### src/rtl/testimage_pkg.sv
// Shared types and geometry for the test-image AXI4-Stream output stage.
package testimage_pkg;

    typedef enum logic [1:0] {
        IDLE,
        FSYNC,
        STREAM,
        DONE
    } tim_state_t;

    localparam int TIM_H_ACTIVE = 640;
    localparam int TIM_V_ACTIVE = 480;
    localparam int TIM_PIX_W    = 24;

    // Counter width that stays legal for a 1-pixel dimension.
    function automatic int tim_cnt_w(input int n);
        return (n > 1) ? $clog2(n) : 1;
    endfunction

endpackage

### src/rtl/testimage_axis_slice.sv
// Single-entry AXI4-Stream output register: loads only when free,
// holds payload and valid until the sink accepts it.
module testimage_axis_slice #(
    parameter int W = 26
) (
    input  logic         clk,
    input  logic         rst_n,
    input  logic         load,
    input  logic [W-1:0] din,
    input  logic         ready,
    output logic         valid,
    output logic [W-1:0] dout,
    output logic         free
);

    assign free = !valid || ready;

    always_ff @(posedge clk or negedge rst_n) begin
        if (!rst_n) begin
            valid <= 1'b0;
            dout  <= '0;
        end else if (load) begin
            valid <= 1'b1;
            dout  <= din;
        end else if (ready) begin
            valid <= 1'b0;
        end
    end

endmodule

### src/rtl/testimage_axis_out.sv
// Pops pixel words from the generator FIFO and emits one AXI4-Stream
// video frame (tuser = SOF, tlast = EOL) per test_start, with fsync.
module testimage_axis_out
    import testimage_pkg::*;
#(
    parameter int C_M_AXIS_DATA_WIDTH = TIM_PIX_W,
    parameter int H_ACTIVE            = TIM_H_ACTIVE,
    parameter int V_ACTIVE            = TIM_V_ACTIVE
) (
    input  logic                               m_axis_aclk,
    input  logic                               m_axis_aresetn,
    input  logic                               test_start,
    input  logic                               test_on,
    input  logic [31:0]                        fifo_rdata,
    input  logic                               fifo_empty,
    output logic                               fifo_rd,
    output logic                               s2mm_fsync,
    output logic [C_M_AXIS_DATA_WIDTH-1:0]     m_axis_tdata,
    output logic [C_M_AXIS_DATA_WIDTH/8-1:0]   m_axis_tstrb,
    output logic                               m_axis_tvalid,
    input  logic                               m_axis_tready,
    output logic                               m_axis_tlast,
    output logic                               m_axis_tuser,
    output logic                               frame_busy,
    output logic                               frame_done,
    output logic [15:0]                        underrun_cnt
);

    localparam int XW = tim_cnt_w(H_ACTIVE);
    localparam int YW = tim_cnt_w(V_ACTIVE);
    localparam int PW = C_M_AXIS_DATA_WIDTH + 2;

    localparam logic [XW-1:0] X_LAST = XW'(H_ACTIVE - 1);
    localparam logic [YW-1:0] Y_LAST = YW'(V_ACTIVE - 1);

    tim_state_t state, state_nxt;

    logic [XW-1:0] x;
    logic [YW-1:0] y;
    logic          last_loaded;
    logic          slot_free;
    logic          can_pop;
    logic          starve;
    logic          handshake;
    logic [PW-1:0] slot_din;
    logic [PW-1:0] slot_dout;
    logic          unused_hi;

    assign unused_hi = &{1'b0, fifo_rdata[31:C_M_AXIS_DATA_WIDTH]};

    assign can_pop   = (state == STREAM) && slot_free
                       && test_on && !last_loaded;
    assign fifo_rd   = can_pop && !fifo_empty;
    assign starve    = can_pop && fifo_empty;
    assign handshake = m_axis_tvalid && m_axis_tready;

    assign s2mm_fsync   = (state == FSYNC);
    assign frame_done   = (state == DONE);
    assign frame_busy   = (state != IDLE);
    assign m_axis_tstrb = '1;

    assign slot_din = {(x == '0) && (y == '0),
                       (x == X_LAST),
                       fifo_rdata[C_M_AXIS_DATA_WIDTH-1:0]};

    testimage_axis_slice #(
        .W (PW)
    ) u_slice (
        .clk   (m_axis_aclk),
        .rst_n (m_axis_aresetn),
        .load  (fifo_rd),
        .din   (slot_din),
        .ready (m_axis_tready),
        .valid (m_axis_tvalid),
        .dout  (slot_dout),
        .free  (slot_free)
    );

    assign m_axis_tuser = slot_dout[PW-1];
    assign m_axis_tlast = slot_dout[PW-2];
    assign m_axis_tdata = slot_dout[C_M_AXIS_DATA_WIDTH-1:0];

    always_ff @(posedge m_axis_aclk or negedge m_axis_aresetn) begin
        if (!m_axis_aresetn) begin
            state <= IDLE;
        end else begin
            state <= state_nxt;
        end
    end

    // An aborted frame leaves STREAM only once the held beat has drained.
    always_comb begin
        state_nxt = state;
        unique case (state)
            IDLE: begin
                if (test_start && test_on) state_nxt = FSYNC;
            end
            FSYNC: begin
                state_nxt = test_on ? STREAM : IDLE;
            end
            STREAM: begin
                if (last_loaded && handshake) state_nxt = DONE;
                else if (!test_on && slot_free) state_nxt = IDLE;
            end
            DONE: begin
                state_nxt = IDLE;
            end
            default: state_nxt = IDLE;
        endcase
    end

    // Raster position advances on slot load, not on the sink handshake.
    always_ff @(posedge m_axis_aclk or negedge m_axis_aresetn) begin
        if (!m_axis_aresetn) begin
            x            <= '0;
            y            <= '0;
            last_loaded  <= 1'b0;
            underrun_cnt <= '0;
        end else if (state == FSYNC) begin
            x            <= '0;
            y            <= '0;
            last_loaded  <= 1'b0;
            underrun_cnt <= '0;
        end else begin
            if (fifo_rd) begin
                if (x == X_LAST) begin
                    x <= '0;
                    if (y == Y_LAST) last_loaded <= 1'b1;
                    else y <= y + 1'b1;
                end else begin
                    x <= x + 1'b1;
                end
            end
            if (starve && underrun_cnt != 16'hFFFF) begin
                underrun_cnt <= underrun_cnt + 16'd1;
            end
        end
    end

endmodule
### config.mk
export PLATFORM = sky130hd
export DESIGN_NAME = testimage_axis_out
export DESIGN_NICKNAME = d
export VERILOG_FILES = /design/src/rtl/testimage_pkg.sv /design/src/rtl/testimage_axis_slice.sv /design/src/rtl/testimage_axis_out.sv
export SDC_FILE = /design/constraint.sdc
export NUM_CORES = 1
export LEC_CHECK = 0
export ABC_AREA = 1
export BUFFER_PORTS_ARGS = -buffer_cell sky130_fd_sc_hd__buf_4
export CELL_PAD_IN_SITES_DETAIL_PLACEMENT = 1
export CELL_PAD_IN_SITES_GLOBAL_PLACEMENT = 1
export CORE_MARGIN = 2
export CORE_UTILIZATION = 41
export DETAILED_ROUTE_END_ITERATION = 12
export GPL_TIMING_DRIVEN = 0
export PLACE_DENSITY = 0.93
export SLEW_MARGIN = 5
export SYNTH_ARGS = -nofsm -noshare
export SYNTH_HDL_FRONTEND = slang
export SYNTH_SLANG_ARGS = --single-unit
### constraint.sdc
create_clock -name m_axis_aclk -period 5 [get_ports m_axis_aclk]
set_clock_uncertainty 0.15 [all_clocks]
set_input_delay 0.25 -clock m_axis_aclk [delete_from_list [all_inputs] [get_ports m_axis_aclk]]
set_output_delay 0.25 -clock m_axis_aclk [all_outputs]
set_load 0.02 [all_outputs]
==> flow_summary.json <==
{
  "maxCapViolCount": 0,
  "slew_viol_final": 0,
  "crit_slowest_cell": "dfrtp_1",
  "worst_pin_slew_ps": 870,
  "layout-drive-gt1-share": 0.223,
  "rsz0062_at_grt": "false",
  "drt_iter0_drc": 131,
  "root_buffer": "clkbuf_8",
  "clkLatencyLatePin_ps": 360,
  "final_nets": 621,
  "fin_crit_ps": 2440,
  "fp.dieArea_um2": 9360,
  "multi_input_area_um2": 1630,
  "drt_pass1_iterations": 4,
  "final_cell_mix": "nand2_1, buf_4, dfrtp_1, inv_1, nor2_1",
  "final_core_util": 0.568,
  "layout_commonest_cell": "nand2_1",
  "synthDistinctLibCells": 35,
  "cpLargestDelayFamily": "buffers and inverters",
  "fp.coreArea_um2": 8260,
  "synthToLayoutAreaGrowth_pct": 33.1,
  "slew-limit-headroom": 0.420,
  "grt_pass1_vias": 3968,
  "cts_tree": "built",
  "numCtsBuffers": 9,
  "worst_setup_path_start_kind": "register",
  "rows": 33,
  "report.final.hold_viol_count": 0,
  "nFillCells": 1051,
  "clock.fmax_mhz": 410,
  "vias": 3653,
  "clk_pin_slew_worst_paths_ps": 100,
  "clockBufferDepth": 2,
  "ys_seq_area_frac": 0.461,
  "drc": 0,
  "antenna_left": 0,
  "ys_seq_elements": 65,
  "synthCells": 464,
  "fin_tns_setup_ps": 0,
  "end_kind": "output port",
  "setup_violations": 0,
  "crit_type": "register to output port",
  "die_y_um": 96.8,
  "yosys_warnings": 0,
  "p_per_area_nw_per_um2": 454,
  "grt_overflow": 0,
  "die_x_um": 96.8,
  "avgViaCountPerCell": 5.30,
  "grt_first_pass_wirelength_um": 20600,
  "boundaryPins": 88,
  "cts_sinks": 65,
  "cp_slowest_stage_delay_ps": 470,
  "ir_drop_v": 0.000309,
  "grt_use_total": 0.275,
  "seq_area_um2": 1630,
  "hpwlAfterDp_um": 7540,
  "globalplace.congestion": 0.885,
  "wl_per_cell_um": 18.4,
  "critPathBufInv": 3,
  "outcome": "finished, final reports clean",
  "start_util": 0.427,
  "path_max_fanout": 10,
  "hold_path.class": "input port to register",
  "grt_max_degree": 66,
  "antenna_found_initial": 1,
  "path_cells": "nand2_1, nand3_2, clkinv_1, buf_2, buf_4",
  "required_ps": 4600,
  "leakage_uw": 0.00248,
  "r2r_setup_slack_ps": 2960,
  "arrival_ps": 2040,
  "min_period_over_period": 0.488,
  "netlist_area_um2": 3530,
  "syn_avg_cell_area_um2": 7.60,
  "h-tree-depth": 3,
  "routed_wl_um": 12700,
  "portBuffers": 76
}
-- flip-flops by register name, indices dropped and copies added (netlist names) --
register	flops
last_loaded	1
u_slice.dout	26
y	9
underrun_cnt	16
state	2
x	10
u_slice.valid	1
-- worst register-to-register path: stages, from the launching register on --
cell	delay [ps]
dfrtp_1	410
ha_1	250
nand3_1	140
nor2_2	180
nand2_1	200
nand2_2	150
nand3_4	140
buf_8	190
nand2_1	80
o21ai_2	50
-- kinds of logic (layout without fill, tap and decap cells) --
| family | Yosys count | after routing | synth area share |
|---|---|---|---|
| AND/OR/NAND/NOR | 300 | 300 | 0.374 |
| flip-flops | 65 | 65 | 0.461 |
| buffers and inverters | 60 | 177 | 0.0787 |
| AO/OA/AOI/OAI | 27 | 27 | 0.0521 |
| XOR/XNOR | 6 | 6 | 0.0149 |
| adder cells (fa/ha/maj) | 5 | 5 | 0.0177 |
| other | 1 | 4 | 0.00106 |
-- synth_stat cells (all sizes together) --
library cell    n  share of area
xor2            5          0.012
a21oi           2         0.0028
nor3b           1         0.0021
nand3b          2         0.0043
dfrtp          65           0.46
a22oi           2         0.0043
a21o            1         0.0021
o211ai          1         0.0021
o21ai          16          0.030
ha              5          0.018
or2             4         0.0071
clkbuf          3         0.0032
buf            14          0.030
conb            1         0.0011
nand3          32          0.052
clkinv          1         0.0011
nor3            5         0.0071
inv            42          0.045
nand2         196           0.21
nand4          22          0.039
xnor2           1         0.0025
o21bai          5          0.011
nor2           38          0.051
-- where the power goes --
| part | internal [uW] | switching [uW] | total (uW) |
|---|---|---|---|
| Combinational | 322 | 548 | 870 |
| Sequential | 661 | 122 | 783 |
| Clock | 245 | 235 | 480 |
| Total | 1230 | 905 | 2130 |
-- final cells by class --
class,count,share of cell area
inverters,43,0.0344
multi-input cells,341,0.347
flip-flops and latches,65,0.346
repair buffers,101,0.175
well taps,105,0.0280
plain buffers,17,0.0248
clock buffers,10,0.0293
diodes,1,0.000533
clock inverters,6,0.0144
-- metal layers --
layer | track usage | wire [um]
met1 | 0.321 | 5000
met3 | 0.0600 | 510
met2 | 0.497 | 6860
met4 | 0.0921 | 335
met5 | 0 | 0
-- path summary, 6_finish.rpt --
path,from,endpoint,depth (start not counted)
max,u_slice.valid$_DFFE_PN0P_,fifo_rd,5
min,test_on,state[1]$_DFFE_PN0P_,3
max reg2reg,x[1]$_DFFE_PN0P_,y[8]$_DFFE_PN0P_,9
min reg2reg,u_slice.dout[8]$_DFFE_PN0P_,u_slice.dout[8]$_DFFE_PN0P_,2
max in group asynchronous,m_axis_aresetn,u_slice.dout[15]$_DFFE_PN0P_,2
min in group asynchronous,m_axis_aresetn,u_slice.valid$_DFFE_PN0P_,2
-- repair_timing --
item	CTS	global route
hold endpoints to repair	89	0
buffers inserted	0	0
gates resized for setup	0	0
hold buffers	25	0
endpoints found under the setup margin	0	0
-- metrics by stage --
stage	hold WS (ps)	worst slack [ps]	total power [uW]	std cells	area [um2]
5_1_grt	92.9	2450	2240	689	4690
2_1_floorplan	-196	3200	1240	466	3530
3_5_place_dp	270	3000	1590	647	4240
3_3_place_gp	273	3060	1550	647	4240
6_report	96.4	2560	2130	689	4690
4_1_cts	95.2	2620	2080	688	4690
No activity file was read; power rests on OpenSTA's default activity.
